## src/rtl/patt_stream_gen.sv

```systemverilog
// Serial pattern transmitter: streams PATTERN MSB-first over a valid/ready
// handshake, repeat_cnt copies separated by gap_len FILL_BIT bits.
module patt_stream_gen #(
  parameter int unsigned            NUM_BITS = 5,
  parameter logic [NUM_BITS-1:0]    PATTERN  = 5'b10110,
  parameter int unsigned            GAP_W    = 4,
  parameter int unsigned            CNT_W    = 8,
  parameter logic                   FILL_BIT = 1'b0
) (
  input  logic             clk,
  input  logic             rstn,
  input  logic             start,
  input  logic             abort,
  input  logic [CNT_W-1:0] repeat_cnt,
  input  logic [GAP_W-1:0] gap_len,
  input  logic             ready,
  output logic             valid,
  output logic             data,
  output logic             busy,
  output logic             done,
  output logic [CNT_W-1:0] sent_cnt
);

  localparam int unsigned      IDX_W   = (NUM_BITS > 1) ? $clog2(NUM_BITS) : 1;
  localparam logic [IDX_W-1:0] IDX_TOP = IDX_W'(NUM_BITS - 1);

  typedef enum logic [1:0] {
    ST_IDLE,
    ST_PATT,
    ST_GAP,
    ST_DONE
  } state_e;

  state_e             state_q, state_d;
  logic [IDX_W-1:0]   idx_q, idx_d;
  logic [GAP_W-1:0]   gcnt_q, gcnt_d;
  logic [GAP_W-1:0]   gap_q, gap_d;
  logic [CNT_W-1:0]   rep_q, rep_d;
  logic [CNT_W-1:0]   sent_q, sent_d;
  logic [CNT_W-1:0]   sent_inc;
  logic               valid_q, valid_d;
  logic               data_q, data_d;
  logic               busy_q, busy_d;
  logic               done_q, done_d;

  always_comb begin
    state_d  = state_q;
    idx_d    = idx_q;
    gcnt_d   = gcnt_q;
    gap_d    = gap_q;
    rep_d    = rep_q;
    sent_d   = sent_q;
    sent_inc = sent_q + 1'b1;

    unique case (state_q)
      ST_IDLE: begin
        if (start) begin
          rep_d  = repeat_cnt;
          gap_d  = gap_len;
          sent_d = '0;
          if (repeat_cnt != '0) begin
            state_d = ST_PATT;
            idx_d   = IDX_TOP;
          end else begin
            state_d = ST_DONE;
          end
        end
      end
      ST_PATT: begin
        if (abort) begin
          state_d = ST_IDLE;
        end else if (ready) begin
          if (idx_q != '0) begin
            idx_d = idx_q - 1'b1;
          end else begin
            sent_d = sent_inc;
            if (sent_inc == rep_q) begin
              state_d = ST_DONE;
            end else if (gap_q == '0) begin
              idx_d = IDX_TOP;
            end else begin
              state_d = ST_GAP;
              gcnt_d  = gap_q;
            end
          end
        end
      end
      ST_GAP: begin
        if (abort) begin
          state_d = ST_IDLE;
        end else if (ready) begin
          gcnt_d = gcnt_q - 1'b1;
          if (gcnt_q == GAP_W'(1)) begin
            state_d = ST_PATT;
            idx_d   = IDX_TOP;
          end
        end
      end
      ST_DONE: state_d = ST_IDLE;
      default: state_d = ST_IDLE;
    endcase

    // Outputs are decoded from the next state so they can be registered
    // without adding a cycle of latency.
    valid_d = (state_d == ST_PATT) || (state_d == ST_GAP);
    busy_d  = valid_d;
    done_d  = (state_d == ST_DONE);
    if (state_d == ST_PATT) begin
      data_d = PATTERN[idx_d];
    end else if (state_d == ST_GAP) begin
      data_d = FILL_BIT;
    end else begin
      data_d = 1'b0;
    end
  end

  always_ff @(posedge clk or negedge rstn) begin
    if (!rstn) begin
      state_q <= ST_IDLE;
      idx_q   <= '0;
      gcnt_q  <= '0;
      gap_q   <= '0;
      rep_q   <= '0;
      sent_q  <= '0;
      valid_q <= 1'b0;
      data_q  <= 1'b0;
      busy_q  <= 1'b0;
      done_q  <= 1'b0;
    end else begin
      state_q <= state_d;
      idx_q   <= idx_d;
      gcnt_q  <= gcnt_d;
      gap_q   <= gap_d;
      rep_q   <= rep_d;
      sent_q  <= sent_d;
      valid_q <= valid_d;
      data_q  <= data_d;
      busy_q  <= busy_d;
      done_q  <= done_d;
    end
  end

  assign valid    = valid_q;
  assign data     = data_q;
  assign busy     = busy_q;
  assign done     = done_q;
  assign sent_cnt = sent_q;

endmodule

```

## config.mk

```make
export PLATFORM = sky130hd
export DESIGN_NAME = patt_stream_gen
export DESIGN_NICKNAME = d
export VERILOG_FILES = /design/src/rtl/patt_stream_gen.sv
export SDC_FILE = /design/constraint.sdc
export NUM_CORES = 1
export LEC_CHECK = 0
export BUFFER_PORTS_ARGS = -buffer_cell sky130_fd_sc_hd__buf_4
export CORE_MARGIN = 2
export CORE_UTILIZATION = 50
export DETAILED_ROUTE_END_ITERATION = 6
export PLACE_DENSITY_LB_ADDON = 0.05
export SLEW_MARGIN = 5
export SYNTH_ARGS = -nofsm -noshare
export SYNTH_HDL_FRONTEND = slang
export SYNTH_SLANG_ARGS = --single-unit
```

## constraint.sdc

```tcl
create_clock -name clk -period 3.7 [get_ports clk]
set_input_delay 0.185 -clock clk [delete_from_list [all_inputs] [get_ports clk]]
set_output_delay 0.185 -clock clk [all_outputs]
set_load 0.02 [all_outputs]
```

# == Word level (Yosys, flattened, before mapping) ==
# Memory sizes are Yosys's and may differ from the RTL's.
# Cells that the tools add are included.
# op_classes
n_addsub,3
n_eq_ne,16
order_cmp,1
muxes,37
n_reduce_logical,10
# ops
operator,count
$mux 8,4
$mux 3,10
$mux 4,7
$mux 2,10
$ne 2x2->1 const B,8
$pmux 8 s2,1
$pmux 3 s3,1
$add 8x1->8 const B,1
$eq 2x2->1 const B,4
$eq 8x8->1,1
$pmux 2 s4,1
$pmux 4 s2,1
$reduce_and 8->1,1
$reduce_bool 8->1,1
$reduce_and 5->1,1
$eq 2x1->1 const B,2
$eq 4x1->1 const B,1
$logic_not 4->1,1
$lt 3x4->1 const B,1
$reduce_bool 2->1,2
$sub 4x1->4 const B,1
$reduce_bool 3->1,1
$sub 3x1->3 const B,1
$logic_not 2->1,1
3 further kinds,4
# word_totals
output_inout_bits,12
register_bits,32
rom_bits,8
memories,1
in_bits,17
word_cells,77
# mem_list
name,words,width,read_ports,rd_ports_with_merged_regs,write_ports,line_no,text
(name not given),8,1,1,0,0,109,data_d = PATTERN[idx_d];

# == Depth between registers and ports, before layout ==
# depth
ltp_word,10
ltp_mapped,10
ltp_nobuf,10

# == Worst setup path before layout ==
# No wires, ideal clock.
# synth_path
path_kind,register to register
start,reg sent_q[0] (netlist: sent_cnt[0])
end,reg busy_q (netlist: busy)
t_arrival_ns,2.571
setup_slack_ns,1.003
period_less_slack_ns,2.697
path_stages_with_launch,10
n_path_buf,0
path_cell_list,dfrtp_1 -> ha_1 -> nand2_2 -> or3_4 -> a2111oi_4 -> nand3_2 -> a41oi_1 -> a21oi_1 -> o21bai_1 -> ha_1
# synth_via
elab_chain_cells,9
word_cells_on_any_way,10
classes_between,add/sub: 1; eq/ne: 3; mux: 5; reduce/logical: 1
# synth_rtl
element,line_no,text
"start, declared",39,"logic [CNT_W-1:0] sent_q, sent_d;"
"start signal, assigned",135,sent_q <= sent_d;
$add 8x1->8 *,53,sent_inc = sent_q + 1'b1;
$eq 8x8->1 *,77,if (sent_inc == rep_q) begin
$mux 2 *,77,
$mux 2 *,73,if (idx_q != '0) begin
$mux 2 *,72,end else if (ready) begin
$mux 2 *,70,if (abort) begin
$pmux 2 s4 *,55,unique case (state_q)
named net state_d[0],34,"state_e state_q, state_d;"
$eq 2x1->1 or $eq 2x2->1 (tied branches),-,
$logic_or 1x1->1 *,105,valid_d = (state_d == ST_PATT) || (state_d == ST_GAP);
named net busy_d,43,"logic busy_q, busy_d;"
"end signal, assigned",138,busy_q <= busy_d;
"end, declared",43,
# The timed path passes the listed nets; every way through them passes the cells marked *.
# A chain may end at the register's enable or synchronous reset.

# == Final worst setup path ==
# Same ends and word-level chain as after synthesis.

==> summary.md <==
| Metric | Value |
|---|---|
| Status | `completed` |
| Worst-skew pair later-pin latency | `0.29 ns` |
| Hpwl dp | `3160 µm` |
| Syn Nets | `213` |
| Clock sink total | `32` |
| CP dominant cell by count | `ha_1` |
| Worst min-delay path class | `input port to register` |
| Largest area contributor in the netlist | `dfrtp_1` |
| Gate Count Post-Synth | `189` |
| First-pass GRT wire length | `7200 µm` |
| Crit path max fanout | `7` |
| Net Sw Power | `538 µW` |
| Min cycle time layout | `2.80 ns` |
| Layout cells sized above 1 | `0.267` |
| Synthesis Warnings | `0` |
| Setup tns final | `0 ns` |
| Placeable Area | `3660 µm²` |
| Clock power frac | `0.244` |
| Total GRT Usage | `0.219` |
| Fmax | `357 MHz` |
| Peak VDD IR | `0.284 mV` |
| Max capacitance violation total | `0` |
| Leakage | `0.000990 µW` |
| P_int | `968 µW` |
| Initial antenna violation count | `0` |
| Final layout net count | `244` |
| Netlist cell types | `46` |
| Largest net degree at the start of global routing | `33` |
| Global placer's final weighted congestion | `0.886` |
| Total Wirelength | `4150 µm` |
| Final core occ | `0.624` |
| CP Buf/Inv Count | `0` |
| CP Launch Type | `register` |
| Pre-antenna DRT Iters | `6` |
| Worst rel slew slack | `0.580` |
| Remaining antenna violation count | `0` |
| Netlist Area Pre-Place | `1900 µm²` |
| Fraction of power consumed by sequential logic | `0.383` |
| WL per Instance | `15.4 µm` |
| Vias in the first global route | `1,578` |
| Clk_skew | `0.00712 ns` |
| Vias/cell | `5.73` |
| RSZ-0062 raised after global routing | `false` |
| Worst-Margin Slew | `0.628 ns` |
| Largest stage delay, worst path | `0.44 ns` |
| Ys async rst share | `1.00` |
| Hold_buf cts | `1` |
| Syn-to-layout area delta | `20.2%` |
| Hold slack | `0.130 ns` |
| Slowest cell on crit path | `dfrtp_1` |
| CTS Buf Count | `5` |
| N_diodes | `0` |
| Register area share after synthesis | `0.421` |
| Delay-heaviest family, CP | `compound AO/OA/AOI/OAI gates` |
| Synth area leaders | `dfrtp_1 42%, mux2_2 7.1%, ha_1 4.6%` |
| Setup violators final | `0` |
| Final period util | `0.756` |
| Post-cts resize count | `0` |
| Pwr dens | `659 nW/µm²` |
| Final Max Tran Viols | `0` |
| Number of synthesized flops with an enable pin | `0` |
| Yosys reg bits | `32` |
| Post-CTS setup buffers | `0` |
| DRC violations left | `0` |
| Required @ worst endpoint | `3.87 ns` |
| DIE AREA | `4310 µm²` |
| Cell Chain, Critical Path | `ha_1 -> nand2_2 -> or3_4 -> a2111oi_4 -> nand3_2 -> a41oi_1 -> a21oi_1 -> o21bai_1 -> ha_1` |
| Via count | `1,542` |
| Synth Area per Inst | `10.1 µm²` |
| Switching share of power | `0.357` |
| Root Buffer | `clkbuf_8` |
| 1st-iter DRT viols | `70` |
| I/O pins | `29` |
| Overall Power | `1510 µW` |
| Site Rows | `22` |
| Crit path kind | `register to register` |
| Total grt overflow | `0` |
| Clock Path Buffers | `2` |
| Data arrival, critical path | `2.97 ns` |
| Synth top area share | `0.421` |
| Starting density of the core | `0.519` |
| CTS tree | `done` |
| Die Y | `65.7 µm` |
| Die Width | `65.7 µm` |
| Port bufs | `28` |
| Final-report hold violation count | `0` |
| Reg clk slew, reported paths | `0.07 ns` |
| CP endpoint kind | `register` |
| Synth Flop Type | `dfrtp_1` |
| CTS H-tree lvls | `2` |
| Gate power share | `0.373` |
sequential cells by signal (all words and copies together), names as in the netlist:
name / flops
sent_cnt: 8
done: 1
gap_q: 4
gcnt_q: 4
busy: 1
rep_q: 8
idx_q: 3
state_q: 2
data: 1
layer usage:
metal  vias up  track usage  share of wire
met1       754        0.265           0.42
met3         6       0.0514          0.032
met2        31        0.383           0.53
li1        751            -              -
met4         0       0.0703          0.015
met5         -            0              0
layout by cell type (no fill, tap or decap), types with 6 or more instances in the layout:
| cell type | synthesis | layout |
|---|---|---|
| buf_4 | 3 | 29 |
| ha_1 | 7 | 7 |
| nor2b_1 | 7 | 7 |
| clkbuf_8 | 0 | 7 |
| inv_1 | 6 | 6 |
| o21ai_0 | 11 | 11 |
| mux2_2 | 12 | 12 |
| nand3_1 | 7 | 7 |
| a21oi_1 | 12 | 12 |
| nor3_1 | 7 | 6 |
| nor2_1 | 13 | 13 |
| dfrtp_1 | 32 | 32 |
| nand2_1 | 10 | 10 |
| xor2_1 | 6 | 6 |
power by group through the flow:
stage / clock [µW] / sequential (µW) / combinational, µW
after floorplan: 0 / 564 / 415
after global placement: 0 / 578 / 542
after detailed placement: 0 / 582 / 561
after CTS: 375 / 576 / 567
after global routing: 390 / 593 / 632
final: 367 / 577 / 562
cell families after synthesis:
group                      share of synthesized area
adders and majority gates                     0.0461
DFF                                            0.421
and+or+nand+nor                                0.173
xor gates and xnor gates                      0.0461
buffers and inverters                         0.0303
AOI/OAI and AO/OA                              0.202
muxes                                         0.0816
through the flow:
step / cell area (µm²) / cells / setup slack (ns)
final: 2290 / 269 / 0.902
after CTS: 2290 / 269 / 0.882
after floorplan: 1900 / 189 / 1.00
after detailed placement: 2150 / 260 / 0.896
after global routing: 2290 / 269 / 0.706
after global placement: 2150 / 260 / 0.996
synthesized netlist by cell type, drive strengths merged (2+ instances only):
library cell and instances:
a211oi 3, a21oi 12, a31oi 4, and3 2, buf 4, clkbuf 2
dfrtp 32, ha 7, inv 6, mux2 12, mux2i 2, nand2 11
nand2b 4, nand3 8, nand4 2, nor2 13, nor2b 7, nor3 7
nor4 3, o211ai 2, o21a 2, o21ai 12, o21bai 3, o22a 2
o31ai 3, o41ai 3, xnor2 4, xor2 6
final cells by class:
type                            count  area (µm²)
Inverter                            6        22.5
Tap cell                           48        60.1
Clock buffer                        7        96.3
Sequential cell                    32         801
Fill cell                         318        1380
Timing Repair Buffer               30         228
Clock inverter                      1        30.0
Multi-Input combinational cell    145        1050
worst paths after layout:
check	start	endpoint	slack [ns]	cells past startpoint
min reg2reg	sent_cnt[7]	sent_cnt[7]	0.54	1
max in group asynchronous	rstn	sent_cnt[0]	3.03	2
max	sent_cnt[0]	busy	0.90	9
min	gap_len[3]	gap_q[3]	0.13	2
max reg2reg	sent_cnt[0]	busy	0.90	9
min in group asynchronous	rstn	gcnt_q[3]	0.37	2
Note: power is estimated with default switching activity, not from simulation.
